--- src/rtl/univ_register_pkg.sv ---
// Shared types for the universal register: operation select encoding.
package univ_register_pkg;

  localparam int MODE_W = 3;

  typedef enum logic [MODE_W-1:0] {
    HOLD = 3'd0,
    LOAD = 3'd1,
    SHL  = 3'd2,
    SHR  = 3'd3,
    ROTL = 3'd4,
    ROTR = 3'd5,
    INC  = 3'd6,
    DEC  = 3'd7
  } mode_t;

endpackage

--- src/rtl/univ_register_next.sv ---
// Combinational next-state logic for univ_register: computes next Q and cout per mode.
module univ_register_next
  import univ_register_pkg::*;
#(
  parameter int N = 4
) (
  input  logic [N-1:0] q,
  input  logic [N-1:0] d,
  input  logic         sin,
  input  mode_t        mode,
  input  logic         cur_cout,
  output logic [N-1:0] q_next,
  output logic         cout_next
);

  logic [N:0] inc_sum;

  assign inc_sum = {1'b0, q} + {{N{1'b0}}, 1'b1};

  always_comb begin
    q_next    = q;
    cout_next = cur_cout;
    unique case (mode)
      HOLD: begin
        q_next    = q;
        cout_next = cur_cout;
      end
      LOAD: begin
        q_next    = d;
        cout_next = 1'b0;
      end
      SHL: begin
        q_next    = {q[N-2:0], sin};
        cout_next = q[N-1];
      end
      SHR: begin
        q_next    = {sin, q[N-1:1]};
        cout_next = q[0];
      end
      ROTL: begin
        q_next    = {q[N-2:0], q[N-1]};
        cout_next = q[N-1];
      end
      ROTR: begin
        q_next    = {q[0], q[N-1:1]};
        cout_next = q[0];
      end
      INC: begin
        q_next    = inc_sum[N-1:0];
        cout_next = inc_sum[N];
      end
      DEC: begin
        // borrow out is exactly the wrap from zero to all-ones
        q_next    = q - {{(N-1){1'b0}}, 1'b1};
        cout_next = (q == '0);
      end
      default: begin
        q_next    = q;
        cout_next = cur_cout;
      end
    endcase
  end

endmodule

--- src/rtl/univ_register.sv ---
// N-bit universal datapath register: load, shift, rotate, count with carry and zero flags.
module univ_register
  import univ_register_pkg::*;
#(
  parameter int          N         = 4,
  parameter logic [N-1:0] RESET_VAL = '0
) (
  input  logic              clk,
  input  logic              rst,
  input  logic              en,
  input  logic [MODE_W-1:0] mode,
  input  logic [N-1:0]      D,
  input  logic              sin,
  output logic [N-1:0]      Q,
  output logic              cout,
  output logic              zero
);

  logic [N-1:0] q_next;
  logic         cout_next;

  univ_register_next #(
    .N (N)
  ) u_next (
    .q         (Q),
    .d         (D),
    .sin       (sin),
    .mode      (mode_t'(mode)),
    .cur_cout  (cout),
    .q_next    (q_next),
    .cout_next (cout_next)
  );

  always_ff @(posedge clk or posedge rst) begin
    if (rst) begin
      Q    <= RESET_VAL;
      cout <= 1'b0;
    end else if (en) begin
      Q    <= q_next;
      cout <= cout_next;
    end
  end

  assign zero = (Q == '0);

endmodule

--- config.mk ---
export PLATFORM = sky130hd
export DESIGN_NAME = univ_register
export DESIGN_NICKNAME = d
export VERILOG_FILES = /design/src/rtl/univ_register_pkg.sv /design/src/rtl/univ_register_next.sv /design/src/rtl/univ_register.sv
export SDC_FILE = /design/constraint.sdc
export NUM_CORES = 1
export LEC_CHECK = 0
export CORE_MARGIN = 2
export CORE_UTILIZATION = 35
export DETAILED_ROUTE_END_ITERATION = 10
export GPL_TIMING_DRIVEN = 0
export PLACE_DENSITY_LB_ADDON = 0.3
export SYNTH_ARGS = -nofsm -noshare
export SYNTH_HDL_FRONTEND = slang
export SYNTH_SLANG_ARGS = --single-unit
--- constraint.sdc ---
create_clock -name clk -period 4.55 [get_ports clk]
set_input_delay 0.91 -clock clk [delete_from_list [all_inputs] [get_ports clk]]
set_output_delay 0.91 -clock clk [all_outputs]
set_load 0.03 [all_outputs]
==> impl_metrics.py <==
metrics = {
    "outcome": {
        "status": "completed",
    },
    "worst_setup_path": {
        "r2r_slack_ns": 2.84,
        "cp_max_fo": 8,
        "required_ns": 3.64,
        "regToRegStartpoint": "Q[0]",
        "critPathTopFamily": "buffers and inverters",
        "cp.arrival_ns": 2.06,
        "timing.critical_path.from_type": "flop",
        "timing.rr.end": "Q[1]",
        "cpMaxStageDelayCell": "clkdlybuf4s50_1",
        "crit_buf_inv": 3,
        "ff2ff_path_depth": 7,
        "path_class": "flop to output pin",
        "crit_path_end_kind": "output pin",
        "path_cells": "buf_4 > inv_1 > ha_1 > nor3b_1 > clkdlybuf4s50_1",
        "crit_path_max_incr_delay_ns": 0.73,
    },
    "timing": {
        "finalSetupViolations": 0,
        "tns_ns": 0,
        "skew_ns": 0.000222,
        "finalCritPeriodShare_pct": 65.3,
        "setup_slack_ns": 1.58,
        "rsz0062_at_grt": "false",
        "slew_violations": 0,
        "period_needed_ns": 2.97,
        "max_freq_mhz": 337,
        "hold_violations": 0,
        "worst_slew_pin_slew_ns": 0.497,
        "relSlewSlack_pct": 66.6,
    },
    "finish": {
        "fill_cells": 143,
        "diodes": 0,
        "syn_to_final_growth_pct": 34.4,
        "final_area_um2": 767,
        "finalNonFillerCells": 107,
        "drive_gt1_share_pct": 14.3,
        "finalNetCount": 106,
    },
    "synthesis": {
        "synth.distinct_cells": 31,
        "synthTopCellsByArea": "dfrtp_1, ha_1, mux2i_1, inv_1, nand2_1",
        "ys_seq_elements": 5,
        "ys_warn_count": 0,
        "synth_edf_count": 0,
        "synthesis.nets": 86,
        "synth_area_leader_cell": "dfrtp_1",
        "synthFlopType": "dfrtp_1",
        "synth_cells": 72,
        "async_reset_ff_share_pct": 100,
        "synth_area_um2": 571,
        "yosysSeqAreaShare_pct": 21.9,
        "synth.top_cell.area_share_pct": 21.9,
        "syn_area_per_cell_um2": 7.92,
    },
    "route": {
        "wirelength_mm": 1.31,
        "drt_iter0_drc": 7,
        "wl_per_cell_um": 12.3,
        "via_count": 582,
        "routed_via_density": 5.44,
        "route.detailed.drc": 0,
        "antenna_left": 0,
        "dr.pass1.iters": 4,
    },
    "clocking": {
        "cts_buffer_depth": 2,
        "ctsHoldBuffers": 0,
        "root_buffer": "clkbuf_4",
        "cts_tree": "yes",
        "cts_sinks": 5,
        "path_clk_slew_ns": 0.04,
        "cts_resized": 0,
        "clock_latency_ns": 0.24,
        "cts_buffers": 3,
        "h-tree-depth": 1,
        "post_cts_buffers": 0,
    },
    "power": {
        "finalPower_uw": 276,
        "powerDensity_nw_per_um2": 360,
        "ir_drop_mv": 0.245,
        "total_leakage_power_nw": 0.336,
    },
    "floorplanning": {
        "core_um2": 1520,
        "ios": 17,
        "initial_core_util_pct": 37.4,
        "die_y_um": 44.4,
        "chipWidth_um": 44.4,
        "die_area_um2": 1970,
        "rows": 14,
    },
    "placement": {
        "place_congestion": 0.770,
        "dp_slack_ns": 1.86,
        "dp_cells": 103,
        "dpl.hpwl_mm": 1.03,
        "place_area_um2": 741,
        "port_buffers": 15,
    },
    "min_path": {
        "hold_depth": 2,
        "hold_class": "flop to flop",
        "whs_endpoint": "cout",
        "hold_start": "cout",
    },
    "grt": {
        "grt_max_degree": 11,
        "grt_pass1_wl_mm": 2.24,
        "grt_pass1_vias": 540,
        "antenna_found_initial": 0,
        "grt.overflow.total": 0,
        "track_usage_pct": 15.5,
    },
    "flow_run": {
        "maxCapViolCount": 0,
    },
}
-- area by class of cell --
class / instances / area (µm²) / area share, %
buffer: 6 / 38.8 / 5.06
clock buffer: 4 / 26.3 / 3.43
inverter: 7 / 26.3 / 3.43
multi-input combinational: 54 / 380 / 49.6
sequential: 5 / 125 / 16.3
tap: 16 / 20.0 / 2.61
timing repair buffer: 15 / 150 / 19.6
-- worst max-delay path by stage --
stage | cells past startpoint | start | endpoint
finish | 5 | Q[0] | zero
global route | 5 | Q[0] | zero
CTS | 5 | Q[0] | zero
detailed placement | 5 | Q[0] | zero
global placement | 5 | Q[0] | zero
floorplan | 4 | Q[0] | zero
-- report_power, final --
group / total, mW / internal, mW / switching (mW)
clock: 0.0501 / 0.0331 / 0.0170
sequential: 0.0738 / 0.0567 / 0.0171
combinational: 0.152 / 0.0704 / 0.0815
-- cells in the mapped netlist, types with 2 or more instances --
library cell and n:
inv_1 7, nand2_1 7, dfrtp_1 5, nor2_1 5, o21ai_0 5, a21oi_1 4, buf_2 3, ha_1 3
mux2i_1 3, nand2b_1 3, a211oi_1 2, a22oi_1 2, a32oi_1 2, and2_1 2, nor3b_1 2, o32ai_1 2
-- cell usage in the layout (no fill, tap or decap), types with 3 or more instances in the layout --
master           count
nor2_1               5
clkbuf_4             3
mux2i_1              3
ha_1                 3
a21oi_1              4
o21ai_0              5
inv_1                7
buf_2                3
nand2b_1             3
clkdlybuf4s50_1     15
nand2_1              7
dfrtp_1              5
-- tightest hold or removal path, delay by kind of cell (launching register included) --
family          cells  cell delay, ns
compound gates      2            0.14
flops               1            0.37
-- stage by stage --
step / hold WS, ns / util, %
2_1_floorplan: 0.678 / -
3_3_place_gp: 0.547 / 48.6
3_5_place_dp: 0.561 / 48.6
4_1_cts: 0.572 / 50.3
5_1_grt: 0.601 / 50.3
6_report: 0.558 / 50.3
-- routing by layer --
layer  up-vias  global-route usage, %  part of all wire, %
met3         0                   4.90                  4.0
met4         0                   3.64                    0
met1       270                   19.1                   46
li1        300                      -                    -
met5         -                      0                    0
met2        12                   26.2                   50
-- cell families (layout without fill, tap and decap cells) --
family,count (synthesis),count (layout),synth area share (%)
AOI/OAI and AO/OA,23,23,29.6
and+or+nand+nor,23,23,22.1
buffers and inverters,13,32,11.4
DFF,5,5,21.9
adders and majority gates,3,3,6.58
muxes,3,3,5.26
xor gates and xnor gates,2,2,3.07
-- registers in the layout (all words and copies together) (netlist names) --
| register | flops |
|---|---|
| Q | 4 |
| cout | 1 |
(Power assumes the default switching activity.)
